<file path="config.mk">
export PLATFORM = sky130hd
export DESIGN_NAME = load_store_unit
export DESIGN_NICKNAME = d
export VERILOG_FILES = /design/src/rtl/load_store_unit.sv
export SDC_FILE = /design/constraint.sdc
export NUM_CORES = 1
export LEC_CHECK = 0
export CELL_PAD_IN_SITES_DETAIL_PLACEMENT = 1
export CELL_PAD_IN_SITES_GLOBAL_PLACEMENT = 1
export CORE_UTILIZATION = 28
export DETAILED_ROUTE_END_ITERATION = 6
export GPL_TIMING_DRIVEN = 0
export HOLD_SLACK_MARGIN = 0.06
export PLACE_DENSITY = 0.89
export REMOVE_ABC_BUFFERS = 1
export SYNTH_ARGS = -nofsm -noshare
export SYNTH_HDL_FRONTEND = slang
export SYNTH_SLANG_ARGS = --single-unit
</file>
<file path="constraint.sdc">
create_clock -name clk -period 2.8 [get_ports clk]
set_clock_uncertainty 0.2 [all_clocks]
set_input_delay 0.28 -clock clk [delete_from_list [all_inputs] [get_ports clk]]
set_output_delay 0.28 -clock clk [all_outputs]
set_load 0.02 [all_outputs]
</file>
<file path="src/rtl/load_store_unit.sv">
// load_store_unit: single-outstanding RV32I load/store stage; define LSU_MISALIGN_TRAP_EN to trap misaligned accesses instead of force-aligning them
module load_store_unit #(
    parameter int READ_LATENCY = 1,
    parameter int ADDR_W       = 32
) (
    input  logic              clk,
    input  logic              rst,
    input  logic              req_valid_i,
    output logic              req_ready_o,
    input  logic              req_store_i,
    input  logic [2:0]        req_funct3_i,
    input  logic [ADDR_W-1:0] req_addr_i,
    input  logic [31:0]       req_wdata_i,
    output logic              rsp_valid_o,
    output logic [31:0]       rsp_rdata_o,
    output logic              rsp_err_o,
    output logic              write_mem_o,
    output logic [2:0]        funct3_o,
    output logic [31:0]       write_address_o,
    output logic [31:0]       write_data_o,
    output logic [31:0]       read_address_o,
    input  logic [31:0]       read_data_i
);
    typedef enum logic [1:0] {IDLE, STORE, LOAD_WAIT, RESP} state_t;
    localparam logic [2:0] LAT = 3'(READ_LATENCY);

    state_t      state_q, state_d;
    logic [2:0]  cnt_q, cnt_d;
    logic [2:0]  funct3_q, funct3_d;
    logic [31:0] addr_q, addr_d;
    logic [31:0] wdata_q, wdata_d;
    logic        store_q, store_d;
    logic        err_q, err_d;
    logic [2:0]  f3_n;
    logic [31:0] addr_n, addr_a;
    logic        mis;
    logic [7:0]  byte_v;
    logic [15:0] half_v;
    logic [31:0] ext;

    // Decode the incoming request: undefined funct3 becomes a word access, then misalignment/alignment
    always_comb begin
        f3_n   = (req_funct3_i == 3'b011 || req_funct3_i[2:1] == 2'b11) ? 3'b010 : req_funct3_i;
        addr_n = 32'(req_addr_i);
`ifdef LSU_MISALIGN_TRAP_EN
        mis    = (f3_n[1:0] == 2'b01 && addr_n[0]) || (f3_n[1:0] == 2'b10 && addr_n[1:0] != 2'b00);
        addr_a = addr_n;
`else
        mis    = 1'b0;
        addr_a = {addr_n[31:2], f3_n[1] ? 2'b00 : {addr_n[1], addr_n[0] & ~f3_n[0]}};
`endif
    end

    // State register and captured request; async reset aborts any transaction in flight
    always_ff @(posedge clk or posedge rst) begin
        if (rst) begin
            state_q  <= IDLE;
            cnt_q    <= '0;
            funct3_q <= '0;
            addr_q   <= '0;
            wdata_q  <= '0;
            store_q  <= 1'b0;
            err_q    <= 1'b0;
        end else begin
            state_q  <= state_d;
            cnt_q    <= cnt_d;
            funct3_q <= funct3_d;
            addr_q   <= addr_d;
            wdata_q  <= wdata_d;
            store_q  <= store_d;
            err_q    <= err_d;
        end
    end

    // Next state and handshake outputs; write_mem is decoded from state so reset drops it at once
    always_comb begin
        state_d     = state_q;
        cnt_d       = cnt_q;
        funct3_d    = funct3_q;
        addr_d      = addr_q;
        wdata_d     = wdata_q;
        store_d     = store_q;
        err_d       = err_q;
        req_ready_o = state_q == IDLE;
        rsp_valid_o = state_q == RESP;
        write_mem_o = state_q == STORE;
        case (state_q)
            IDLE: if (req_valid_i) begin
                funct3_d = f3_n;
                addr_d   = addr_a;
                wdata_d  = req_wdata_i;
                store_d  = req_store_i;
                err_d    = mis;
                cnt_d    = LAT;
                state_d  = mis ? RESP : req_store_i ? STORE : LOAD_WAIT;
            end
            STORE: state_d = RESP;
            LOAD_WAIT: begin
                cnt_d = cnt_q - 3'd1;
                if (cnt_q == 3'd1) state_d = RESP;
            end
            default: state_d = IDLE;
        endcase
    end

    // Memory read data is valid during RESP, so the load result is extracted from it there
    always_comb begin
        byte_v      = 8'(read_data_i >> {addr_q[1:0], 3'b000});
        half_v      = 16'(read_data_i >> {addr_q[1], 4'b0000});
        ext         = funct3_q[1] ? read_data_i :
                      funct3_q[0] ? {{16{~funct3_q[2] & half_v[15]}}, half_v} :
                                    {{24{~funct3_q[2] & byte_v[7]}}, byte_v};
        rsp_rdata_o = (rsp_valid_o && !store_q && !err_q) ? ext : '0;
        rsp_err_o   = rsp_valid_o & err_q;
    end

    assign funct3_o        = funct3_q;
    assign write_address_o = addr_q;
    assign write_data_o    = wdata_q;
    assign read_address_o  = {addr_q[31:2], 2'b00};
endmodule

</file>
---- After elaboration in Yosys (flattened, before gate mapping) ----
Cells that the tools add are included.
cells by class
  bitwise operators ....................... 5
  reduce and logical (&&, ||, !) cells .... 8
  add/sub/neg operators ................... 1
  equal/unequal tests ..................... 8
  multiply operators ...................... 0
  muxes and demuxes ....................... 11
  shift-type cells ........................ 2
  magnitude comparators ................... 0
  div/mod/pow operators ................... 0
operators by type and width
  kind                                                                count
  32-bit 2-to-1 mux                                                   3
  32-bit by 5-bit >> shifter with 16-bit output                       1
  32-bit by 5-bit >> shifter with 8-bit output                        1
  2-bit 2-to-1 mux                                                    4
  2-bit == test, second input constant                                3
  3-bit 2-to-1 mux                                                    2
  2-bit one-hot mux with 3 select lines                               1
  3-bit one-hot mux with 2 select lines                               1
  2-bit AND reduction                                                 3
  2-bit != test, second input constant                                2
  1-bit bitwise AND                                                   3
  3-bit by 1-bit == test with 1-bit output, second input constant     1
  3-bit by 2-bit == test with 1-bit output, second input constant     1
  3-bit by 1-bit subtractor with 3-bit output, second input constant  1
  2-bit by 1-bit == test with 1-bit output, second input constant     1
  2-bit logical NOT                                                   1
  1-bit inverter                                                      2
  2-bit nonzero test                                                  1
  1-bit logical AND                                                   1
  1-bit logical NOT                                                   1
  1-bit logical OR                                                    1
storage, ports and cells
  latch bits .............................. 0
  memories kept ........................... 0
  bits in registers ....................... 73
  bits in read-only memories .............. 0
  output and inout port bits .............. 135
  RAM bits ................................ 0
  bits of input ports ..................... 103

---- Longest topological paths before layout ----
  depth in word-level cells ............... 6
  depth in mapped cells ................... 6
  mapped depth without buffers ............ 6

---- Least setup slack after synthesis ----
No wires, ideal clock.
  path type ............................... register -> output
  from .................................... register state_q[0]
  to ...................................... output rsp_rdata_o[7]
  cell stages (with the launch flop) ...... 7
  data arrival time ....................... 1.690 ns
  slack ................................... 0.630 ns
  path buffers ............................ 1
  path through ............................ dfrtp_1 -> ha_1 -> nor2b_1 -> buf_2 -> o21ai_0 -> a31oi_1 -> a21boi_1
on the way
  cells in the longest elaborated chain, start to end .. 3
RTL lines
  element                 line  text
  start, declared         27    state_t state_q, state_d;
  start signal, assigned  65    state_q <= state_d;
  2-bit == test           85    rsp_valid_o = state_q == RESP;
  via rsp_valid_o         14    output logic rsp_valid_o,
  1-bit logical AND       113   rsp_rdata_o = (rsp_valid_o && !store_q && !err_q) ? ext : '0;
  32-bit 2-to-1 mux       113
  end, declared           15    output logic [31:0] rsp_rdata_o,
The timed path passes the listed nets, and every way through them passes these cells.

---- Final worst setup path ----
  from .................................... register funct3_q[0], in the netlist funct3_o[0]
  to ...................................... output rsp_rdata_o[5]
on the way
  cells in the longest elaborated chain, start to end .. 3
RTL lines
  element                 line  text
  start, declared         29    logic [2:0] funct3_q, funct3_d;
  start signal, assigned  67    funct3_q <= funct3_d;
  32-bit 2-to-1 mux       111   funct3_q[0] ? {{16{~funct3_q[2] & half_v[15]}}, half_v} :
  32-bit 2-to-1 mux       110   ext = funct3_q[1] ? read_data_i :
  32-bit 2-to-1 mux       113
Every way passes these cells.

==> impl_results.md <==
- Worst r2r dst: write_data_o[17]
- Synth Cell Area: 3960 um2
- Seq/Total Area, Yosys: 46.1%
- Total grt overflow: 0
- Clock Tree Buf Depth: 2
- Worst endpoint required time: 2.32 ns
- Post-route DRC: 0
- TritonCTS clock tree: done
- Port bufs: 234
- Post-Layout Cell Count: 733
- # setup viols final: 0
- Starting Density: 28.6%
- CTS root buf: clkbuf_16
- Crit path to: rsp_rdata_o[5]
- Pre-antenna DRT Iters: 4
- GP Congestion: 0.790
- H-Tree Depth: 3
- Startpoint Class: flop
- Yosys reg bits: 73
- Tcrit/Tclk final: 99.5%
- Largest net degree at the start of global routing: 74
- DIE HEIGHT: 121 um
- Yosys top cell area share: 46.1%
- Synth unique cells: 40
- Die Wd: 121 um
- Vias per cell: 4.65
- Ports: 238
- Mapped Cells: 340
- Die area: 14600 um2
- WL final: 13200 um
- Vias in the first global route: 3836
- Max-cap violations: 0
- Pwr/cell area: 1180 nW/um2
- Reg-to-Reg Start: state_q[0]
- Area contributors post-synth: dfrtp_1 46%, mux2_1 18%, buf_4 6.4%
- Dpl hpwl: 9810 um
- Worst hold path class: reg2reg
- Internal reg-to-reg setup slack: 0.45 ns
- Global Route Usage Sum: 18.1%
- Worst setup EP type: primary output
- CTS buffer count: 9
- CP Data Arrival Time: 2.31 ns
- Worst hold slack: 0.284 ns
- Status: complete, no violations
- Slew HR: 36.8%
- Reg2reg path depth: 4
- Fmax: 359 MHz
- Leakage: 2.89 nW
- CTS clk-pin slew, worst paths: 0.06 ns
- Worst-path fanout max: 14
- Clock latency on the worst-skew pair: 0.33 ns
- Ys Warns: 0
- # diodes: 0
- Max IR drop VDD: 0.805 mV
- Initial antenna violation count: 0
- Area Growth Syn to Fin: 67.9%
- Final Slew Violations: 0
- Slew @ Worst Pin: 0.949 ns
- RSZ-0062 raised after global routing: true
- Hold_buf cts: 0
- Tmin final: 2.79 ns
- Critical Path Source: funct3_o[0]
- Global-route wire length before repair: 20400 um
- Site row count: 43
- Fin nets: 658
- Post-synth top area cell: dfrtp_1
- Placed cells: 705
- CP Class: reg2out
- Avg WL per Cell: 18.0 um
- Starting DRT DRC Count: 111
- Final Hold Vio Count: 0
- Power Total: 7.86 mW
- CTS sink count: 73
- Post-route ant nets: 0
- Share of layout cells above drive strength 1: 11.2%
- Core area: 13800 um2
- Total number of vias: 3410
- Syn_area_per_cell: 11.7 um2
critical path, cell delays in order, from the launching register on:
cell and delay, ns:
dfrtp_2 0.54, nor2b_4 0.24, buf_4 0.18, nor3b_1 0.05, a21oi_1 0.14, o221a_1 0.20
clkdlybuf4s50_1 0.61
cells in the mapped netlist:
| library cell | number |
|---|---|
| mux2i_1 | 7 |
| ha_1 | 6 |
| a221oi_2 | 7 |
| dfrtp_1 | 73 |
| o311ai_1 | 1 |
| mux2_1 | 64 |
| nand3b_1 | 2 |
| clkbuf_1 | 4 |
| nand2b_1 | 5 |
| buf_4 | 34 |
| inv_2 | 1 |
| buf_6 | 2 |
| conb_1 | 1 |
| o31ai_4 | 1 |
| o21ai_0 | 5 |
| buf_2 | 12 |
| mux2i_2 | 1 |
| o22ai_1 | 7 |
| o31ai_2 | 1 |
| nand2_1 | 10 |
| a22o_1 | 1 |
| a21boi_1 | 2 |
| nor2b_1 | 2 |
| nand4_1 | 1 |
| nor3b_1 | 7 |
| mux2i_4 | 1 |
| o21bai_1 | 1 |
| a21oi_2 | 10 |
| o41ai_2 | 1 |
| nor3b_2 | 1 |
| nor2_1 | 6 |
| a31oi_1 | 1 |
| o21ai_1 | 5 |
| nor2_2 | 1 |
| inv_1 | 30 |
| nor3_1 | 2 |
| a21oi_1 | 15 |
| o21ai_2 | 1 |
| o221a_1 | 7 |
| a211oi_1 | 1 |
worst min-delay path by stage:
stage,startpoint,endpoint,slack [ns],cells past startpoint
final,cnt_q[1],cnt_q[1],0.28,2
after global routing,write_data_o[27],write_data_o[27],0.31,1
after CTS,cnt_q[1],cnt_q[1],0.29,2
after detailed placement,cnt_q[1],cnt_q[1],0.28,2
after global placement,write_data_o[21],write_data_o[21],0.27,1
after floorplan,req_funct3_i[1],funct3_o[1],0.21,1
power by group:
part	switching (mW)	total (mW)	internal, mW
combinational	2.38	4.62	2.23
clock	0.453	1.17	0.713
sequential	0.464	2.07	1.61
total	3.30	7.86	4.55
layout make-up:
| cell class | instances | area (um2) |
|---|---|---|
| fill | 1474 | 7180 |
| clock buffer | 11 | 243 |
| clock inverter | 4 | 52.6 |
| sequential | 73 | 1840 |
| timing repair buffer | 248 | 2460 |
| multi-input combinational | 186 | 1720 |
| inverter | 31 | 119 |
| tap | 180 | 225 |
layout by cell type, fill, tap and decap left out, types with 2 or more instances in the layout:
cell type / instances
ha_1: 6
o21ai_0: 5
dfrtp_2: 2
nor3_1: 2
mux2_1: 64
a21oi_1: 15
o221a_1: 7
nand2b_1: 5
o22ai_1: 7
o31ai_4: 2
a21oi_2: 10
dfrtp_4: 2
nor2_1: 6
nand3b_1: 2
clkbuf_16: 9
buf_4: 12
nor3b_1: 7
inv_1: 29
nand2_1: 9
conb_1: 3
clkdlybuf4s50_1: 207
mux2i_1: 7
o21ai_1: 5
a21boi_1: 2
dlygate4sd2_1: 24
nor2b_4: 2
dfrtp_1: 69
dlymetal6s2s_1: 3
a221oi_2: 7
state kept, by name, summed over array words and instances (netlist names):
register	cells
cnt_q	3
store_q	1
state_q	2
funct3_o	3
write_address_o	32
write_data_o	32
metrics by stage:
| step | setup slack [ns] | util (%) | TNS [ns] | cell area (um2) |
|---|---|---|---|---|
| floorplan | -0.405 | - | -26.62 | 3620 |
| global placement | -1.02 | 44.7 | -138.31 | 6180 |
| detailed placement | -0.766 | 45.0 | -18.04 | 6220 |
| CTS | 0.00149 | 48.0 | 0 | 6630 |
| global route | -0.0897 | 48.1 | -0.886 | 6650 |
| finish | 0.0133 | 48.1 | 0 | 6650 |
logic make-up after synthesis:
kind of cell / share of synthesized area (%)
muxes: 20.9
adders and majority gates: 1.90
AOI/OAI and AO/OA: 14.0
buffers and inverters: 11.8
other: 0.0947
DFF: 46.1
and+or+nand+nor: 5.21
routing by layer:
metal | up-vias | GRT usage [%] | wire (um)
met5 | - | 0 | 0
met4 | 0 | 5.17 | 182
met3 | 17 | 6.16 | 1250
met2 | 171 | 34.2 | 6830
met1 | 1650 | 18.6 | 4930
li1 | 1572 | - | -
timing repair:
action,in CTS,in global routing
resized for setup,35,5
pin swaps,2,0
endpoints found under the setup margin,32,21
setup buffers,13,0
Power figures use the tool's default switching activity.
